`src/rtl/psum_mem_arbiter_if.sv`:
```
// Requester-side bus of the partial-sum memory arbiter: two request channels
// plus their read-response channels.
interface psum_mem_arbiter_if #(
  parameter int LOG2_OF_MEM_HEIGHT = 8,
  parameter int DATA_WIDTH         = 32
);
  logic                          req0_valid;
  logic                          req0_ready;
  logic                          req0_we;
  logic                          req0_lock;
  logic [LOG2_OF_MEM_HEIGHT-1:0] req0_addr;
  logic [DATA_WIDTH-1:0]         req0_wdata;
  logic                          rsp0_valid;
  logic [DATA_WIDTH-1:0]         rsp0_rdata;

  logic                          req1_valid;
  logic                          req1_ready;
  logic                          req1_we;
  logic                          req1_lock;
  logic [LOG2_OF_MEM_HEIGHT-1:0] req1_addr;
  logic [DATA_WIDTH-1:0]         req1_wdata;
  logic                          rsp1_valid;
  logic [DATA_WIDTH-1:0]         rsp1_rdata;

  modport master (
    output req0_valid, req0_we, req0_lock, req0_addr, req0_wdata,
    output req1_valid, req1_we, req1_lock, req1_addr, req1_wdata,
    input  req0_ready, rsp0_valid, rsp0_rdata,
    input  req1_ready, rsp1_valid, rsp1_rdata
  );

  modport slave (
    input  req0_valid, req0_we, req0_lock, req0_addr, req0_wdata,
    input  req1_valid, req1_we, req1_lock, req1_addr, req1_wdata,
    output req0_ready, rsp0_valid, rsp0_rdata,
    output req1_ready, rsp1_valid, rsp1_rdata
  );
endinterface

```
`src/rtl/psum_mem_arbiter.sv`:
```
// Two-requester round-robin arbiter with lockable ownership in front of a
// single-port-per-direction partial-sum memory; registered memory side.
module psum_mem_arbiter #(
  parameter int LOG2_OF_MEM_HEIGHT = 8,
  parameter int DATA_WIDTH         = 32,
  parameter int CNT_WIDTH          = 16
) (
  input  logic                          clk,
  input  logic                          arst_n_in,
  psum_mem_arbiter_if.slave             bus,
  output logic                          mem_read_en,
  output logic [LOG2_OF_MEM_HEIGHT-1:0] mem_read_addr,
  input  logic [DATA_WIDTH-1:0]         mem_qout,
  output logic                          mem_write_en,
  output logic [LOG2_OF_MEM_HEIGHT-1:0] mem_write_addr,
  output logic [DATA_WIDTH-1:0]         mem_din,
  output logic [CNT_WIDTH-1:0]          conflict_cnt
);

  typedef enum logic [1:0] {FREE, OWN0, OWN1} state_t;

  state_t state, state_nxt;
  logic   last_grant, last_grant_nxt;

  logic [1:0]                    valid, lock, we;
  logic [LOG2_OF_MEM_HEIGHT-1:0] addr  [2];
  logic [DATA_WIDTH-1:0]         wdata [2];

  logic [1:0] ready, beat;
  logic       owned, own_idx, sel;

  logic       s1_valid, s1_owner;
  logic [1:0] rsp_valid;

  assign valid    = {bus.req1_valid, bus.req0_valid};
  assign lock     = {bus.req1_lock,  bus.req0_lock};
  assign we       = {bus.req1_we,    bus.req0_we};
  assign addr[0]  = bus.req0_addr;
  assign addr[1]  = bus.req1_addr;
  assign wdata[0] = bus.req0_wdata;
  assign wdata[1] = bus.req1_wdata;

  assign bus.req0_ready = ready[0];
  assign bus.req1_ready = ready[1];
  assign bus.rsp0_valid = rsp_valid[0];
  assign bus.rsp1_valid = rsp_valid[1];
  assign bus.rsp0_rdata = mem_qout;
  assign bus.rsp1_rdata = mem_qout;

  // An owner that is neither valid nor locking releases the bus combinationally,
  // so the fall-through to round-robin happens in the same cycle.
  always_comb begin
    ready          = '0;
    sel            = 1'b0;
    state_nxt      = state;
    last_grant_nxt = last_grant;
    owned          = (state == OWN0) || (state == OWN1);
    own_idx        = (state == OWN1);

    if (owned && (valid[own_idx] || lock[own_idx])) ready[own_idx] = 1'b1;
    else if (valid == 2'b11)                         ready[~last_grant] = 1'b1;
    else if (valid[0])                               ready[0] = 1'b1;
    else if (valid[1])                               ready[1] = 1'b1;

    if (!arst_n_in) ready = '0;
    beat = ready & valid;

    if (beat != '0) begin
      sel            = beat[1];
      last_grant_nxt = sel;
      state_nxt      = !lock[sel] ? FREE : (sel ? OWN1 : OWN0);
    end else if (owned && !valid[own_idx] && !lock[own_idx]) begin
      state_nxt = FREE;
    end
  end

  always_ff @(posedge clk or negedge arst_n_in) begin
    if (!arst_n_in) begin
      state      <= FREE;
      last_grant <= 1'b1;
    end else begin
      state      <= state_nxt;
      last_grant <= last_grant_nxt;
    end
  end

  always_ff @(posedge clk or negedge arst_n_in) begin
    if (!arst_n_in) begin
      mem_read_en    <= 1'b0;
      mem_write_en   <= 1'b0;
      mem_read_addr  <= '0;
      mem_write_addr <= '0;
      mem_din        <= '0;
      s1_valid       <= 1'b0;
      s1_owner       <= 1'b0;
      rsp_valid      <= '0;
      conflict_cnt   <= '0;
    end else begin
      mem_read_en  <= (beat != '0) && !we[sel];
      mem_write_en <= (beat != '0) &&  we[sel];
      if (beat != '0) begin
        if (we[sel]) begin
          mem_write_addr <= addr[sel];
          mem_din        <= wdata[sel];
        end else begin
          mem_read_addr  <= addr[sel];
        end
      end
      // Owner travels alongside the read so alternating reads route correctly.
      s1_valid     <= (beat != '0) && !we[sel];
      s1_owner     <= sel;
      rsp_valid[0] <= s1_valid && !s1_owner;
      rsp_valid[1] <= s1_valid &&  s1_owner;
      if (valid == 2'b11 && state == FREE && conflict_cnt != '1)
        conflict_cnt <= conflict_cnt + CNT_WIDTH'(1);
    end
  end

endmodule

```
`src/flat_wrapper.sv`:
```
// flat-port wrapper written by rule: the top's interface ports become plain ports
module psum_mem_arbiter_flat 
#(
  parameter int LOG2_OF_MEM_HEIGHT = 8,
  parameter int DATA_WIDTH         = 32,
  parameter int CNT_WIDTH          = 16
)
  (clk, arst_n_in, mem_read_en, mem_read_addr, mem_qout, mem_write_en, mem_write_addr, mem_din, conflict_cnt, bus_req0_valid, bus_req0_we, bus_req0_lock, bus_req0_addr, bus_req0_wdata, bus_req1_valid, bus_req1_we, bus_req1_lock, bus_req1_addr, bus_req1_wdata, bus_req0_ready, bus_rsp0_valid, bus_rsp0_rdata, bus_req1_ready, bus_rsp1_valid, bus_rsp1_rdata);
  psum_mem_arbiter_if #(.LOG2_OF_MEM_HEIGHT(LOG2_OF_MEM_HEIGHT), .DATA_WIDTH(DATA_WIDTH)) bus_i ();
  input  logic clk;
  input  logic arst_n_in;
  output logic mem_read_en;
  output logic [LOG2_OF_MEM_HEIGHT-1:0] mem_read_addr;
  input  logic [DATA_WIDTH-1:0] mem_qout;
  output logic mem_write_en;
  output logic [LOG2_OF_MEM_HEIGHT-1:0] mem_write_addr;
  output logic [DATA_WIDTH-1:0] mem_din;
  output logic [CNT_WIDTH-1:0] conflict_cnt;
  input wire logic [$bits(bus_i.req0_valid)-1:0] bus_req0_valid;
  input wire logic [$bits(bus_i.req0_we)-1:0] bus_req0_we;
  input wire logic [$bits(bus_i.req0_lock)-1:0] bus_req0_lock;
  input wire logic [$bits(bus_i.req0_addr)-1:0] bus_req0_addr;
  input wire logic [$bits(bus_i.req0_wdata)-1:0] bus_req0_wdata;
  input wire logic [$bits(bus_i.req1_valid)-1:0] bus_req1_valid;
  input wire logic [$bits(bus_i.req1_we)-1:0] bus_req1_we;
  input wire logic [$bits(bus_i.req1_lock)-1:0] bus_req1_lock;
  input wire logic [$bits(bus_i.req1_addr)-1:0] bus_req1_addr;
  input wire logic [$bits(bus_i.req1_wdata)-1:0] bus_req1_wdata;
  output wire logic [$bits(bus_i.req0_ready)-1:0] bus_req0_ready;
  output wire logic [$bits(bus_i.rsp0_valid)-1:0] bus_rsp0_valid;
  output wire logic [$bits(bus_i.rsp0_rdata)-1:0] bus_rsp0_rdata;
  output wire logic [$bits(bus_i.req1_ready)-1:0] bus_req1_ready;
  output wire logic [$bits(bus_i.rsp1_valid)-1:0] bus_rsp1_valid;
  output wire logic [$bits(bus_i.rsp1_rdata)-1:0] bus_rsp1_rdata;
  assign bus_i.req0_valid = bus_req0_valid;
  assign bus_i.req0_we = bus_req0_we;
  assign bus_i.req0_lock = bus_req0_lock;
  assign bus_i.req0_addr = bus_req0_addr;
  assign bus_i.req0_wdata = bus_req0_wdata;
  assign bus_i.req1_valid = bus_req1_valid;
  assign bus_i.req1_we = bus_req1_we;
  assign bus_i.req1_lock = bus_req1_lock;
  assign bus_i.req1_addr = bus_req1_addr;
  assign bus_i.req1_wdata = bus_req1_wdata;
  assign bus_req0_ready = bus_i.req0_ready;
  assign bus_rsp0_valid = bus_i.rsp0_valid;
  assign bus_rsp0_rdata = bus_i.rsp0_rdata;
  assign bus_req1_ready = bus_i.req1_ready;
  assign bus_rsp1_valid = bus_i.rsp1_valid;
  assign bus_rsp1_rdata = bus_i.rsp1_rdata;
  psum_mem_arbiter #(.LOG2_OF_MEM_HEIGHT(LOG2_OF_MEM_HEIGHT), .DATA_WIDTH(DATA_WIDTH), .CNT_WIDTH(CNT_WIDTH)) u_core (.clk(clk), .arst_n_in(arst_n_in), .bus(bus_i), .mem_read_en(mem_read_en), .mem_read_addr(mem_read_addr), .mem_qout(mem_qout), .mem_write_en(mem_write_en), .mem_write_addr(mem_write_addr), .mem_din(mem_din), .conflict_cnt(conflict_cnt));
endmodule
```
`config.mk`:
```
export PLATFORM = sky130hd
export DESIGN_NAME = psum_mem_arbiter_flat
export DESIGN_NICKNAME = d
export VERILOG_FILES = /design/src/rtl/psum_mem_arbiter_if.sv /design/src/rtl/psum_mem_arbiter.sv /design/src/flat_wrapper.sv
export SDC_FILE = /design/constraint.sdc
export NUM_CORES = 1
export LEC_CHECK = 0
export CORE_UTILIZATION = 36
export DETAILED_ROUTE_END_ITERATION = 7
export PLACE_DENSITY = 0.76
export RECOVER_POWER = 50
export SYNTH_ARGS = -nofsm -noshare
export SYNTH_HDL_FRONTEND = slang
export SYNTH_SLANG_ARGS = --single-unit
```
`constraint.sdc`:
```
create_clock -name clk -period 2.15 [get_ports clk]
set_clock_uncertainty 0.1 [all_clocks]
set_input_delay 0.43 -clock clk [delete_from_list [all_inputs] [get_ports clk]]
set_output_delay 0.43 -clock clk [all_outputs]
set_load 0.02 [all_outputs]
```
* Word level (Yosys, flattened, before mapping) *
Cells that the tools add are included.

storage, ports and cells
  register bits = 72
  bits in latches = 0
  memories kept = 0
  ROM bits = 0
  bits in writable memories = 0

cells by class
  div/mod/pow operators = 0
  equal/unequal tests = 4
  magnitude comparators = 7
  multiply operators = 0
  shift operators = 0
  muxes and demuxes = 29
  bitwise gates (word level) = 4
  add/subtract/negate cells = 1
  reduce and logical (&&, ||, !) cells = 22

operators by type and width
  kind                                                         count
  two-way mux 32 bit                                           3
  two-way mux 8 bit                                            3
  adder 16 x 1 -> 16 bit (second input constant)               1
  != test 16 bit (second input constant)                       1
  two-way mux 1 bit                                            14
  two-way mux 2 bit                                            7
  logical AND 1 bit                                            11
  less-than comparator 1 x 2 -> 1 bit (second input constant)  4
  == test 2 bit (second input constant)                        2
  zero test 1 bit                                              4
  AND reduction 2 bit                                          2
  nonzero test 2 bit                                           2
  AND 2 bit                                                    1
  demux 1 bit (select 1 bit)                                   2
  == test 2 x 1 -> 1 bit (second input constant)               1
  greater-or-equal comparator 1 bit (second input constant)    2
  greater-or-equal comparator 2 bit (second input constant)    1
  zero test 2 bit                                              1
  logical OR 1 bit                                             2
  NOT 1 bit                                                    2
  NOT 1 -> 2 bit                                               1

* Depth between registers and ports, before layout *
  depth after elaboration = 15
  mapped depth = 9

* Least setup slack after synthesis *
Ideal clock, no wire load.

  kind = register to output
  start point = register u_core.state[0]
  end point = output bus_req1_ready
  stages on the path, launching flop included = 7
  path buffers = 0
  slack = -0.131 ns
  data required time = 1.620 ns
  arrival = 1.751 ns
  path through = dfrtp_1 > inv_1 > ha_1 > or3b_4 > nand3_1 > nand3_1 > a21boi_0

between the ends
  cells in the longest elaborated chain, start to end = 7
  elaborated cells on any way between the ends = 16
  those cells by class = order compare: 2; eq/ne: 2; mux: 8; reduce/logical: 4

RTL lines
  element                                                                                  line                                            RTL
  start, declared                                                                          psum_mem_arbiter.sv:22                          state_t state, state_nxt;
  start signal, assigned                                                                   psum_mem_arbiter.sv:82                          state <= state_nxt;
  == test 2 bit                                                                            psum_mem_arbiter.sv:57, psum_mem_arbiter.sv:58
  less-than comparator 1 x 2 -> 1 bit (not written as such), or another cell as far along  psum_mem_arbiter.sv:60                          if (owned && (valid[own_idx] || lock[own_idx])) ready[own_idx] = 1'b1;
  logical AND 1 bit (not written as such) / two-way mux 1 bit (equally long branches)      psum_mem_arbiter.sv:60
  two-way mux 1 bit (not written as such) / logical OR 1 bit (equally long branches)       psum_mem_arbiter.sv:60
  demux 1 bit (select 1 bit) / logical AND 1 bit (equally long branches)                   n/a
  two-way mux 2 bit *                                                                      psum_mem_arbiter.sv:60
  two-way mux 2 bit *                                                                      psum_mem_arbiter.sv:65                          if (!arst_n_in) ready = '0;
  end, declared                                                                            flat_wrapper.sv:32                              output wire logic [$bits(bus_i.req1_ready)-1:0] bus_req1_ready;

Mark *: on every way between the ends. The rest lies on a longest branch, timed or not. The select of a mux whose other input is x is not followed.

* Worst setup path after layout *
  start point = register u_core.state[1]
  end point = register u_core.mem_din[8]

between the ends
  cells in the longest elaborated chain, start to end = 14
  elaborated cells on any way between the ends = 26
  those cells by class = order compare: 2; eq/ne: 2; mux: 14; bitwise: 2; reduce/logical: 6

RTL lines
  element                                                                                  line                                             RTL
  == test 2 bit                                                                            psum_mem_arbiter.sv:57, psum_mem_arbiter.sv:58
  less-than comparator 1 x 2 -> 1 bit (not written as such), or another cell as far along  psum_mem_arbiter.sv:60
  logical AND 1 bit (not written as such) / two-way mux 1 bit (equally long branches)      psum_mem_arbiter.sv:60
  two-way mux 1 bit (not written as such) / logical OR 1 bit (equally long branches)       psum_mem_arbiter.sv:60
  demux 1 bit (select 1 bit) / logical AND 1 bit (equally long branches)                   n/a
  two-way mux 2 bit *                                                                      psum_mem_arbiter.sv:60
  two-way mux 2 bit *                                                                      psum_mem_arbiter.sv:65
  AND 2 bit *                                                                              psum_mem_arbiter.sv:66                           beat = ready & valid;
  nonzero test 2 bit                                                                       psum_mem_arbiter.sv:68, psum_mem_arbiter.sv:101
  two-way mux 1 bit                                                                        psum_mem_arbiter.sv:68                           if (beat != '0) begin
  NOT 1 -> 2 bit (not written as such)                                                     psum_mem_arbiter.sv:104                          mem_din <= wdata[sel];
  two-way mux 32 bit (not written as such) (3 in series)                                   psum_mem_arbiter.sv:104
  end signal, assigned                                                                     psum_mem_arbiter.sv:104
  end, declared                                                                            psum_mem_arbiter.sv:16                           output logic [DATA_WIDTH-1:0] mem_din,

Marked as above.
A chain may end at the register's enable or synchronous reset.

==> run summary <==
========================================================================================================
Outcome                                                                                     finished with violations
Violations in the final reports                                                             setup timing
Yosys warns                                                                                            0
Half-perimeter wire length after placement                                                       9.97 mm
Worst hold margin                                                                                 316 ps
Class of the most critical setup path                                                       flip-flop to flip-flop
Crit-path max FO                                                                                      27
CP dominant cell by count                                                                   sky130_fd_sc_hd__buf_6
Worst stage delay on the critical path                                                            420 ps
Synth Area in Adders                                                                              0.818%
TritonCTS clock tree                                                                                 yes
Setup repair after global routing missed its margin                                                 true
Post-CTS clock slew at the launch and capture registers of the worst setup and hold paths          60 ps
Area of the core                                                                              0.0122 mm²
Setup TNS                                                                                      -11840 ps
Maximum level of the CTS H-tree                                                                        3
First-pass detailed-route iteration total                                                              5
Final Total Pwr                                                                                  7.99 mW
Clock buffer count from CTS                                                                            9
Number of fill cells in the layout                                                                   900
Clock sink count                                                                                      72
Routed length per placed instance                                                                23.0 µm
Utilization of the core after routing                                                              65.3%
Count of mapped cells out of synthesis                                                               471
Buffer levels on the longest clock path                                                                2
# rows                                                                                                40
Antenna violations before repair                                                                       0
Total gr overflow                                                                                      0
Share of layout cells above drive strength 1                                                       33.7%
Post-synthesis cell area                                                                     0.00459 mm²
Clock latency reported for the late side of the worst-skew pair                                   340 ps
Via count                                                                                           4764
Initial core utilization                                                                           37.6%
Worst EP arrival                                                                                 2560 ps
Maximum number of pins on one net before global-route repair                                          42
Final hold violation count                                                                             0
Post-Syn Nets                                                                                        594
Share of the cycle needed by the critical path after routing                                        113%
Fraction of the mapped netlist area in compound gates                                              27.4%
Number of flops mapped to enable cells by yosys                                                        0
Crit-path cells                                                                             buf_6 -> inv_4 -> ha_4 -> buf_6 -> and2b_2 -> buf_6 -> a21oi_4 -> buf_4 -> nand3_4 -> buf_12 -> a311oi_2
Worst min path class                                                                        flip-flop to flip-flop
Simple-gate area share of the yosys netlist                                                        10.9%
Full die area                                                                                 0.0132 mm²
Total DRC errors in the routed layout                                                                  0
Synth-to-layout area growth                                                                        73.8%
Wire length of the first global-routing pass                                                     24.3 mm
Flops & latches, synth                                                                                72
Xor/xnor share of the synthesized area                                                             2.48%
Antenna-violating nets left                                                                            0
Clk Tree Root Cell                                                                          sky130_fd_sc_hd__clkbuf_16
Type of destination of the critical path                                                       flip-flop
Total power density per cell area                                                            1000 mW/mm²
Fraction of synthesized area in multiplexers                                                      0.463%
Combinational family with the most area after synthesis                                     compound AO/OA/AOI/OAI gates
Wirelength, routed                                                                               18.3 mm
Number of global-route vias before repair                                                           4717
Number of pins exceeding their max-slew limit in the final report                                      0
Vias/cell                                                                                           5.99
Count of buffers from port buffering                                                                 157
Highest clock frequency the design can meet                                                    0.412 GHz
Detailed router's first-iteration violation count                                                    403
Number of inserted diodes                                                                              0
Final setup viols                                                                                     52
Mean cell area of the mapped netlist                                                            9.74 µm²
Leading register cell type out of synthesis                                                 sky130_fd_sc_hd__dfrtp_1
Leakage power of the design                                                                      3.02 nW
Element type at the critical path start                                                        flip-flop
Ys async rst share                                                                                  100%
Share of synthesized area occupied by flip-flops and latches                                       39.3%
Max Cap Viol                                                                                           0
Worst Path Required                                                                              2280 ps
Peak ir drop on the vdd network                                                               0.000518 V
Clock period minus worst slack                                                                   2430 ps
Routability congestion estimate from global placement                                              0.893
Slew margin rel.                                                                                   59.7%
Die outline height                                                                                115 µm
Synth unique cells                                                                                    51
# nets final                                                                                         745
Global-route usage over all layers                                                                 23.8%
Die boundary width                                                                                115 µm
Pin slew with the least headroom to its limit                                                     604 ps
Worst setup slack after layout                                                                   -277 ps
Slowest-stage cell, CP                                                                      sky130_fd_sc_hd__dfrtp_1
Number of top-level pins                                                                             254
========================================================================================================
placed cells by master (no fill, tap or decap), types with 2 or more instances in the layout:
| master | n |
|---|---|
| sky130_fd_sc_hd__a2111oi_2 | 18 |
| sky130_fd_sc_hd__a2111oi_4 | 29 |
| sky130_fd_sc_hd__a211oi_1 | 3 |
| sky130_fd_sc_hd__a211oi_2 | 6 |
| sky130_fd_sc_hd__a21o_1 | 2 |
| sky130_fd_sc_hd__a21oi_1 | 8 |
| sky130_fd_sc_hd__a21oi_4 | 2 |
| sky130_fd_sc_hd__a311oi_1 | 19 |
| sky130_fd_sc_hd__a311oi_2 | 21 |
| sky130_fd_sc_hd__and3_1 | 2 |
| sky130_fd_sc_hd__and4_1 | 3 |
| sky130_fd_sc_hd__buf_12 | 14 |
| sky130_fd_sc_hd__buf_16 | 3 |
| sky130_fd_sc_hd__buf_4 | 52 |
| sky130_fd_sc_hd__buf_6 | 12 |
| sky130_fd_sc_hd__buf_8 | 2 |
| sky130_fd_sc_hd__bufinv_16 | 3 |
| sky130_fd_sc_hd__clkbuf_16 | 16 |
| sky130_fd_sc_hd__clkdlybuf4s50_1 | 154 |
| sky130_fd_sc_hd__dfrtp_1 | 71 |
| sky130_fd_sc_hd__ha_4 | 2 |
| sky130_fd_sc_hd__inv_1 | 42 |
| sky130_fd_sc_hd__inv_2 | 2 |
| sky130_fd_sc_hd__nand2_1 | 5 |
| sky130_fd_sc_hd__nand2b_1 | 2 |
| sky130_fd_sc_hd__nand3_1 | 9 |
| sky130_fd_sc_hd__nand3_2 | 2 |
| sky130_fd_sc_hd__nor2_1 | 5 |
| sky130_fd_sc_hd__nor3_1 | 50 |
| sky130_fd_sc_hd__o2111ai_1 | 2 |
| sky130_fd_sc_hd__o2111ai_4 | 2 |
| sky130_fd_sc_hd__o211ai_1 | 5 |
| sky130_fd_sc_hd__o21ai_0 | 5 |
| sky130_fd_sc_hd__or2_2 | 2 |
| sky130_fd_sc_hd__xnor2_1 | 12 |
power by group:
group / total (mW) / internal (mW) / switching, mW
Clock: 1.78 / 1.17 / 0.611
Combinational: 4.09 / 2.00 / 2.09
Sequential: 2.12 / 1.79 / 0.328
timing repair:
action                                  in CTS  in global routing
resized for setup                          102                 67
cloned                                       4                 11
hold buffers                                 1                  0
buffers inserted                            13                 10
endpoints found under the setup margin      56                 54
hold endpoints to repair                     3                  0
pin swaps                                   12                 19
flip-flops by register name (all words and copies together) (netlist names):
name	flops
u_core.conflict_cnt	16
u_core.state	2
u_core.mem_write_addr	8
u_core.mem_din	32
u_core.mem_write_en	1
u_core.mem_read_en	1
u_core.mem_read_addr	8
u_core.last_grant	1
u_core.rsp_valid	2
u_core.s1_owner	1
stage by stage:
step           std cells  instance area (µm²)  setup WS (ps)
3_3_place_gp         741                 6210           -585
5_1_grt              795                 7980           -374
3_5_place_dp         741                 6210           -606
2_1_floorplan        471                 4590          -18.3
6_report             795                 7980           -277
4_1_cts              775                 7170           -200
area by class of cell:
type | count | area [µm²] | area share [%]
multi-input cells | 247 | 2760 | 34.6
well taps | 168 | 210 | 2.64
flip-flops and latches | 72 | 1800 | 22.6
clock buffers | 11 | 243 | 3.04
clock inverters | 5 | 104 | 1.30
repair buffers | 247 | 2680 | 33.6
inverters | 45 | 171 | 2.15
metal layers:
metal	GRT usage, %	up-vias	wire [µm]
met1	28.1	2334	7060
met5	0	-	0
li1	-	2026	-
met2	40.3	306	9020
met3	6.11	98	1510
met4	11.8	0	711
kinds of logic (layout without fill, tap and decap cells):
| logic type | count (synthesis) | after routing |
|---|---|---|
| fa+ha+maj | 3 | 3 |
| compound gates | 135 | 135 |
| simple gates | 94 | 94 |
| buf+inv | 152 | 308 |
| xor+xnor | 13 | 13 |
| flops | 72 | 72 |
| mux | 2 | 2 |
synthesized netlist by cell type (all sizes together) (2+ instances only):
cell	count	area, µm²
and4	3	26.3
o2111ai	4	35.0
inv	45	169
nor2	6	22.5
ha	3	37.5
buf	80	587
a211oi	9	72.6
xnor2	12	105
a21o	3	22.5
nor3	51	255
and3	3	18.8
clkbuf	27	101
o21ai	6	30.0
nand3	12	60.1
a311oi	40	350
a21oi	11	70.1
dfrtp	71	1780
or2	2	12.5
a2111oi	48	558
o211ai	5	37.5
nand2	6	22.5
nand2b	2	12.5
final timing paths:
kind	end	cells past startpoint	slack [ps]	start
max in group asynchronous	u_core.mem_din[15]	3	790	arst_n_in
max	u_core.mem_din[8]	11	-280	u_core.state[1]
min	u_core.rsp_valid[0]	1	320	u_core.s1_owner
max reg2reg	u_core.mem_din[8]	11	-280	u_core.state[1]
min in group asynchronous	u_core.mem_din[26]	2	380	arst_n_in
min reg2reg	u_core.rsp_valid[0]	1	320	u_core.s1_owner
critical path, delay by kind of cell (launching register included):
| kind | cells | cell delay (ps) |
|---|---|---|
| buffers and inverters | 6 | 800 |
| AOI/OAI and AO/OA | 2 | 480 |
| DFF | 1 | 420 |
| and+or+nand+nor | 2 | 310 |
| adders and majority gates | 1 | 200 |
Power figures use the tool's default switching activity.
